**src/rtl/param_sync_fifo.sv**
```systemverilog
// Synchronous FIFO with count-derived status flags; sticky errors when PARAM_SYNC_FIFO_ERR_EN is defined.
// Latency: dout registered, one cycle after an accepted read; dout_valid marks that cycle.
// Backpressure: writes are dropped while full and reads are ignored while empty.
module param_sync_fifo #(
    parameter int DATA_W    = 8,
    parameter int ADDR_W    = 4,
    parameter int AF_THRESH = 14,
    parameter int AE_THRESH = 2
) (
    input  logic              clk,
    input  logic              rst,
    input  logic              wr_en,
    input  logic [DATA_W-1:0] din,
    input  logic              rd_en,
    input  logic              clr_err,
    output logic [DATA_W-1:0] dout,
    output logic              dout_valid,
    output logic              full,
    output logic              empty,
    output logic              almost_full,
    output logic              almost_empty,
    output logic [ADDR_W:0]   count,
    output logic              overflow,
    output logic              underflow
);

    localparam int DEPTH = 1 << ADDR_W;
    localparam logic [ADDR_W:0] DEPTH_LVL = (ADDR_W+1)'(DEPTH);
    localparam logic [ADDR_W:0] AF_LVL    = (ADDR_W+1)'(AF_THRESH);
    localparam logic [ADDR_W:0] AE_LVL    = (ADDR_W+1)'(AE_THRESH);

    logic [DATA_W-1:0] mem [DEPTH];
    logic [ADDR_W-1:0] wr_ptr;
    logic [ADDR_W-1:0] rd_ptr;
    logic              wr_acc;
    logic              rd_acc;

    assign full         = (count == DEPTH_LVL);
    assign empty        = (count == '0);
    assign almost_full  = (count >= AF_LVL);
    assign almost_empty = (count <= AE_LVL);

    assign wr_acc = wr_en && !full;
    assign rd_acc = rd_en && !empty;

    // Storage is deliberately unreset; only slots below count are ever read.
    always_ff @(posedge clk) begin
        if (wr_acc) begin
            mem[wr_ptr] <= din;
        end
    end

    always_ff @(posedge clk or posedge rst) begin
        if (rst) begin
            wr_ptr     <= '0;
            rd_ptr     <= '0;
            count      <= '0;
            dout       <= '0;
            dout_valid <= 1'b0;
        end else begin
            if (wr_acc) begin
                wr_ptr <= wr_ptr + 1'b1;
            end
            if (rd_acc) begin
                rd_ptr <= rd_ptr + 1'b1;
                dout   <= mem[rd_ptr];
            end
            dout_valid <= rd_acc;
            case ({wr_acc, rd_acc})
                2'b10:   count <= count + 1'b1;
                2'b01:   count <= count - 1'b1;
                default: count <= count;
            endcase
        end
    end

`ifdef PARAM_SYNC_FIFO_ERR_EN
    // A fresh error in the same cycle as clr_err keeps the flag set.
    always_ff @(posedge clk or posedge rst) begin
        if (rst) begin
            overflow  <= 1'b0;
            underflow <= 1'b0;
        end else begin
            overflow  <= (wr_en && full)  || (overflow  && !clr_err);
            underflow <= (rd_en && empty) || (underflow && !clr_err);
        end
    end
`else
    logic unused_clr_err;
    assign unused_clr_err = clr_err;
    assign overflow       = 1'b0;
    assign underflow      = 1'b0;
`endif

endmodule

```
**config.mk**
```make
export PLATFORM = sky130hd
export DESIGN_NAME = param_sync_fifo
export DESIGN_NICKNAME = d
export VERILOG_FILES = /design/src/rtl/param_sync_fifo.sv
export SDC_FILE = /design/constraint.sdc
export NUM_CORES = 1
export LEC_CHECK = 0
export CAP_MARGIN = 20
export CORE_MARGIN = 3
export CORE_UTILIZATION = 37
export CTS_CLUSTER_DIAMETER = 40
export DETAILED_ROUTE_END_ITERATION = 16
export MAX_ROUTING_LAYER = met4
export PLACE_DENSITY_LB_ADDON = 0.1
export SLEW_MARGIN = 10
export SYNTH_ARGS = -nofsm -noshare
export SYNTH_HDL_FRONTEND = slang
export SYNTH_SLANG_ARGS = --single-unit
```
**constraint.sdc**
```tcl
create_clock -name clk -period 4.8 [get_ports clk]
set_clock_uncertainty 0.2 [all_clocks]
set_input_delay 0.72 -clock clk [delete_from_list [all_inputs] [get_ports clk]]
set_output_delay 0.72 -clock clk [all_outputs]
set_load 0.005 [all_outputs]
```
**After elaboration in Yosys (flattened, before gate mapping)**

Memories as Yosys holds them, arrays and structs flattened. A register that Yosys moved wholly into a read port is not among the register bits.
Index checks and enable logic that the tools add are counted.
Widths: inputs -> output; s select.

- Memories: 1
- Word-level logic and storage cells: 23
- Bits in writable memories: 128
- Flip-flop bits (word level): 14
- Input port bits: 13
- Output and inout bits: 20

- Equality and inequality tests: 3
- Add/sub/neg operators: 4
- Magnitude comparators: 2
- Reductions and logical operators: 6
- Mux-type cells: 3

Memory list:

| memory | depth | width | read ports | clocked after Yosys merged registers in | write ports | line | source |
|---|---|---|---|---|---|---|---|
| mem | 16 | 8 | 1 | 1 | 1 | 32 | `logic [DATA_W-1:0] mem [DEPTH];` |

Operators with widths:

| cell | count |
|---|---|
| $pmux 5 s2 | 1 |
| $add 4x1->4 const B | 2 |
| $add 5x1->5 const B | 1 |
| $eq 5x5->1 const B | 1 |
| $ge 5x4->1 const B | 1 |
| $le 5x2->1 const B | 1 |
| $logic_not 5->1 | 1 |
| $sub 5x1->5 const B | 1 |
| $eq 2x1->1 const B | 1 |
| $eq 2x2->1 const B | 1 |
| $logic_and 1x1->1 | 2 |
| $logic_not 1->1 | 2 |
| $mux 1 | 2 |
| $reduce_bool 2->1 | 1 |

**Longest topological paths before layout**

Gate-level depths: netlist of run 1.

- Depth after elaboration: 5
- Depth in mapped cells: 13
- Mapped depth without buffers: 12

**Worst setup path after synthesis of run 1**

No wires, ideal clock.

- Kind: flip-flop to flip-flop
- From: register count[2]
- To: register count[4]
- Data required time: 4.475 ns
- Stages on the path, launching flop included: 12
- Library setup time: 0.125 ns
- Period minus slack after synthesis: 3.078 ns
- Path slack: 1.722 ns
- Path buffers: 0
- Arrival time: 2.753 ns
- Cells stage by stage: dfrtp_1 -> or3_1 -> or3_1 -> nand2_1 -> inv_2 -> ha_1 -> ha_1 -> nor2b_1 -> o21ai_1 -> a21oi_1 -> or3b_1 -> xnor2_1

- Word-level cells in the longest chain between the ends: 5
- Elaborated cells between the ends (all ways): 12
- Those cells by class: 2 x add/sub; 3 x eq/ne; 1 x mux; 6 x reduce/logical

RTL lines:

| item | line | source |
|---|---|---|
| from (decl) | 22 | `output logic [ADDR_W:0] count,` |
| from (signal assigned) | 70 | `2'b10: count <= count + 1'b1;` |
| from (signal assigned) | 71 | `2'b01: count <= count - 1'b1;` |
| from (signal assigned) | 72 | `default: count <= count;` |
| $logic_not 5->1 * | 39 | `assign empty = (count == '0);` |
| $logic_not 1->1 * | 44 | `assign rd_acc = rd_en && !empty;` |
| $logic_and 1x1->1 * | 44 |  |
| via rd_acc | 36 | `logic rd_acc;` |
| $eq 2x1->1 / $eq 2x2->1 (equally long branches) | 69 | `case ({wr_acc, rd_acc})` |
| $pmux 5 s2 / $reduce_bool 2->1 (equally long branches) | - |  |

Mark *: on every way through the listed nets, which the timed path passes. The rest lies on a longest branch.
A chain may end at the register's enable or synchronous reset.

**Worst setup path after layout of run 1**

Same ends and word-level chain as after synthesis.

==> results of run 1 <==
## state kept, by name, indices dropped and copies added, names as in the netlist
name / count
mem: 128
dout: 8
count: 5
dout_valid: 1
rd_ptr: 4
wr_ptr: 4
## cell type report
cell class | instances | area (sq um) | share of cell area, %
inverter | 11 | 41.3 | 0.580
multi-input combinational | 144 | 1490 | 20.9
timing repair buffer | 36 | 363 | 5.10
sequential | 150 | 4390 | 61.7
clock inverter | 13 | 133 | 1.86
tap | 211 | 264 | 3.71
clock buffer | 19 | 433 | 6.08
## cell families after synthesis
logic type | share of synthesized area, %
buffers and inverters | 2.29
muxes | 14.3
AOI/OAI and AO/OA | 2.46
and+or+nand+nor | 4.20
xor gates and xnor gates | 1.46
DFF | 73.1
adders and majority gates | 2.21
other | 0.0624
## worst min-delay path: cells and delay by family (launching register included)
kind	cells	cell delay (ps)
and+or+nand+nor	1	50
AOI/OAI and AO/OA	1	60
DFF	1	340
## path summary, 6_finish.rpt
path	startpoint	endpoint	slack, ps
max reg2reg	count[2]	count[4]	1100
max	count[2]	count[4]	1100
min in group asynchronous	rst	dout[5]	430
min	dout[3]	dout[3]	290
max in group asynchronous	rst	rd_ptr[2]	3530
min reg2reg	dout[3]	dout[3]	290
## cell usage in the layout, fill, tap and decap left out, types with 2 or more instances in the layout
master / count
bufinv_16: 2
clkbuf_1: 2
a21oi_1: 3
clkbuf_16: 17
or3_1: 2
nor2_1: 12
mux4_2: 28
nand4_1: 2
nand2b_1: 3
mux2i_1: 8
clkdlybuf4s50_1: 29
buf_4: 6
ha_1: 9
edfxtp_1: 128
xnor2_1: 8
o221ai_1: 7
dfrtp_1: 22
mux4_1: 5
inv_1: 10
nor3_1: 3
xor2_1: 2
o21ai_0: 2
clkinv_4: 3
nand2_1: 28
conb_1: 2
clkinv_2: 3
o21ai_1: 9
clkinv_1: 2
clkinvlp_4: 2
## Yosys cell counts, drive strengths merged (2+ instances only)
cell    count  share of area, %
a21oi       3              0.25
buf        14               1.4
clkbuf      4              0.25
dfrtp      22               9.2
edfxtp    128                64
ha          9               1.9
inv        11              0.69
mux2i       8               1.3
mux4       33                13
nand2      28               1.7
nand2b      3              0.31
nand4       2              0.21
nor2       12              0.75
nor3        4              0.33
o21ai      11              0.92
o221ai      7               1.0
or3         2              0.21
xnor2       8               1.2
xor2        2              0.29
## where the power goes
part / internal [mW] / total, mW / switching, mW
Clock: 0.762 / 1.26 / 0.498
Combinational: 0.609 / 1.15 / 0.542
Sequential: 1.62 / 1.81 / 0.188
Total: 2.99 / 4.22 / 1.23
## layer usage
metal / routed length (um) / up-vias
met4: 53 / 0
met5: 0 / -
met2: 5900 / 41
li1: - / 1337
met1: 5470 / 1452
met3: 437 / 2
==> impl_metrics.ini, run 1 <==
[worst_hold_path]
hold_path_depth = 2
hp-class = register to register

[global_routing]
met2_usage_pct = 23.1
overflow = 0
grt_max_degree = 23
grt_use_total_pct = 14.9
grt_pass1_wl_um = 18500
use_met1_pct = 19.7
grt_pass1_vias = 3058
busiest_layer = met2
use_met3_pct = 3.85
antenna_found_initial = 0

[place]
place_area_sq_um = 6530
io_buffer_count = 29
dp_hpwl_um = 7600
place_congestion = 0.774
dp.cells = 551
place_ws_ps = 1050

[power_and_ir_drop]
powerDensity_nw_per_um2 = 593
finalPower_mw = 4.22
ir_drop_uv = 237
power.leakage_nw = 2.44

[clocking]
numClockSinks = 150
cts_tree = yes
cts_inserted_buffers = 17
cts_resized = 0
cts-root-buf = clkbuf_16
postCtsSetupBuffers = 0
clkLatencyLatePin_ps = 400
holdBufCountCts = 0
cts_max_path_buffers = 2
cts-htree-levels = 4
clk_pin_slew_ps = 60

[yosys]
yosysSeqAreaShare_pct = 73.1
ys.flop_type = edfxtp_1
synth_cell_type_count = 36
avgSynthCellArea_sq_um = 18.7
syn_area_sq_um = 6010
ys_seq_elements = 150
netlist_instances = 322
yosysWarnings = 0
synth_edf_count = 128
async_flop_share_pct = 14.7

[routing]
num_vias = 2832
viasPerCell = 4.85
wire_per_inst_um = 20.3
drt-total-wl_um = 11900
drtIter0Drc = 197
route.detailed.drc = 0
detail-route-antenna-nets = 0
firstDrtPassIters = 4

[critical_path]
critical_path_arrival_ps = 3790
crit_chain = or3_1 -> or3_1 -> nand2_1 -> inv_2 -> ha_1 -> ha_1 -> nor2b_1 -> o21ai_1 -> a21oi_1 -> or3b_1 -> xnor2_1
r2r_cells = 11
worstSetupPathType = register to register
worst-path-buf-inv = 1
slowest_stage = nand2_1
cp-end-kind = register
path_delay_family = simple AND/OR/NAND/NOR gates
startpoint_type = register
critPathMaxStageDelay_ps = 480
path_depth = 11
critPathRequiredTime_ps = 4890
worstPathMaxFanout = 17

[sta]
hold_viol = 0
hold_slack_ps = 287
grt_setup_unrepaired = false
timing.final.ws_setup_ps = 1100
worstMarginPinSlew_ps = 1170
setup_violations = 0
fin_crit_sh_pct = 77.1
fmaxAchievable_ghz = 0.270
maxSlewViolCount = 0
relSlewSlack_pct = 21.9
min_period_ps = 3700
final.setup.tns_ps = 0

[finish]
design_area_sq_um = 7120
fin_nets = 383
drive_gt1_share_pct = 18.2
antenna_cells = 0
fin_cells = 584
nFillCells = 1391
post-route-util_pct = 45.8
area_growth_pct = 18.4

[floorplan]
ios = 33
dieArea_sq_um = 17800
rows = 45
start_util_pct = 38.7
die_h_um = 133
die_width_um = 133
coreArea_sq_um = 15500

[job]
maxCapViolCount = 0

[outcome]
run_status = completed
No activity file was read; power rests on OpenSTA's default activity.
==> run 2: changes to the inputs <==
clock period = 3.8 ns   (was 4.8 ns; I/O delays follow)
==> run 2 against run 1 <==
Net effect:
- combinational power up 30%
- flip-flop and latch count unchanged
- wire length increased by 2.9%
- largest cell class unchanged
- die area stayed put
- count of clock-buffer cells in the layout down 1
==> impl_metrics.ini, run 2 (synthesis gave the netlist of run 1 again) <==
[outcome]
run_status = completed

[clocking]
holdBufCountCts = 0
cts-root-buf = clkbuf_16
cts_tree = yes
cts_max_path_buffers = 2
cts-htree-levels = 4
numClockSinks = 150
clkLatencyLatePin_ps = 420
cts_inserted_buffers = 17
cts_resized = 0
postCtsSetupBuffers = 0
clk_pin_slew_ps = 60

[place]
dp_hpwl_um = 7800
io_buffer_count = 29
place_ws_ps = 599
place_area_sq_um = 6630
place_congestion = 0.739

[finish]
reg_top3 = mem (128), dout (8), count (5)
fin_nets = 398
drive_gt1_share_pct = 21.6
antenna_cells = 0
final_cell_mix = edfxtp_1, clkdlybuf4s50_1, nand2_1, mux4_2, dfrtp_1
post-route-util_pct = 46.8
multi_input_area_sq_um = 1490
nFillCells = 1339
design_area_sq_um = 7270
area_growth_pct = 21.0
largest_register_ffs = 128
regMostFlops = mem
final_common_cell = edfxtp_1
regArea_sq_um = 4390

[power_and_ir_drop]
internal_power_mw = 3.93
power.leakage_nw = 2.53
combPwrFrac_pct = 27.2
clockPowerShare_pct = 31.6
p_sw_share_pct = 28.5
netSwitchingPower_mw = 1.57
ir_drop_uv = 407
powerDensity_nw_per_um2 = 756
seqPwrFrac_pct = 41.2

[sta]
hold_viol = 0
timing.final.ws_setup_ps = 585
min_period_ps = 3210
maxSlewViolCount = 0
fmaxAchievable_ghz = 0.311
relSlewSlack_pct = 61.8
fin_crit_sh_pct = 84.6
grt_setup_unrepaired = false
setup_violations = 0
final.setup.tns_ps = 0
worstMarginPinSlew_ps = 571

[critical_path]
startpoint_type = register
worst-path-buf-inv = 1
critPathRequiredTime_ps = 3900
worstSetupPathType = register to register
cp-end-kind = register
slowest_stage = dfrtp_1
crit_chain = or3_1 -> or3_1 -> nand2_1 -> inv_2 -> ha_1 -> ha_1 -> nor2b_1 -> o21ai_1 -> a21oi_1 -> or3b_1 -> xnor2_1
worstPathMaxFanout = 6
path_delay_family = simple AND/OR/NAND/NOR gates
critical_path_arrival_ps = 3320
critPathMaxStageDelay_ps = 450

[routing]
viasPerCell = 4.93
num_vias = 2954
drtIter0Drc = 151
drt-total-wl_um = 12200
detail-route-antenna-nets = 0
wire_per_inst_um = 20.4
route.detailed.drc = 0
firstDrtPassIters = 4

[floorplan]
die_width_um = 133
ios = 33
coreArea_sq_um = 15500
die_h_um = 133
rows = 45
dieArea_sq_um = 17800
start_util_pct = 38.7

[global_routing]
grt_max_degree = 25
grt_pass1_wl_um = 19400
antenna_found_initial = 0
grt_use_total_pct = 15.4
grt_pass1_vias = 3168
overflow = 0

[job]
maxCapViolCount = 0

[worst_hold_path]
hp-class = input port to async pin
==> run 2: cell count changes in the layout (fill, tap and decap cells not counted), sizes merged <==
cell,change
clkinvlp,+1
bufinv,+2
buf,+15
clkinv,-1
inv,-1
clkbuf,-1
==> run 2: worst paths after layout <==
kind	endpoint	cells past startpoint	slack [ps]	start
min reg2reg	dout[0]	2	290	dout[0]
max reg2reg	count[4]	11	590	count[2]
min	wr_ptr[3]	2	180	rst
min in group clk	dout[0]	2	290	dout[0]
max	count[4]	11	590	count[2]
max in group asynchronous	rd_ptr[1]	3	2830	rst
==> run 2: layout make-up <==
type                    instances  area share [%]
flip-flops and latches        150            60.4
multi-input cells             144            20.4
repair buffers                 51            6.54
clock buffers                  18            5.90
well taps                     211            3.63
clock inverters                14            2.53
inverters                      11           0.568
==> run 2: metal layers <==
metal | wire length (um) | part of all wire [%] | GRT usage [%] | up-vias
met5 | 0 | 0 | - | -
met3 | 487 | 4.0 | 3.66 | 17
met1 | 5770 | 47 | 21.4 | 1521
met2 | 5720 | 47 | 22.0 | 53
met4 | 223 | 1.8 | 6.51 | 0
li1 | - | - | - | 1363
==> run 2: worst register-to-register path, delay by kind of cell, from the launching register on <==
kind | cells | cell delay [ps]
buffers and inverters | 1 | 90
xor gates and xnor gates | 1 | 140
DFF | 1 | 450
AOI/OAI and AO/OA | 2 | 240
adders and majority gates | 2 | 580
and+or+nand+nor | 5 | 1380
==> run 2: power by group through the flow <==
stage                     combinational (mW)  clock [mW]  sequential (mW)
final                                   1.50        1.74             2.27
after global routing                    1.66        1.84             2.31
after CTS                               1.54        1.78             2.28
after detailed placement                1.54           0             2.31
after global placement                  1.53           0             2.30
after floorplan                         1.09           0             2.18
==> run 2: through the flow <==
| step | total power, mW | std cells | hold WS [ps] |
|---|---|---|---|
| after floorplan | 3.27 | 323 | 279 |
| after global placement | 3.83 | 566 | 271 |
| after detailed placement | 3.85 | 566 | 278 |
| after CTS | 5.59 | 598 | 291 |
| after global routing | 5.81 | 599 | 190 |
| final | 5.50 | 599 | 183 |
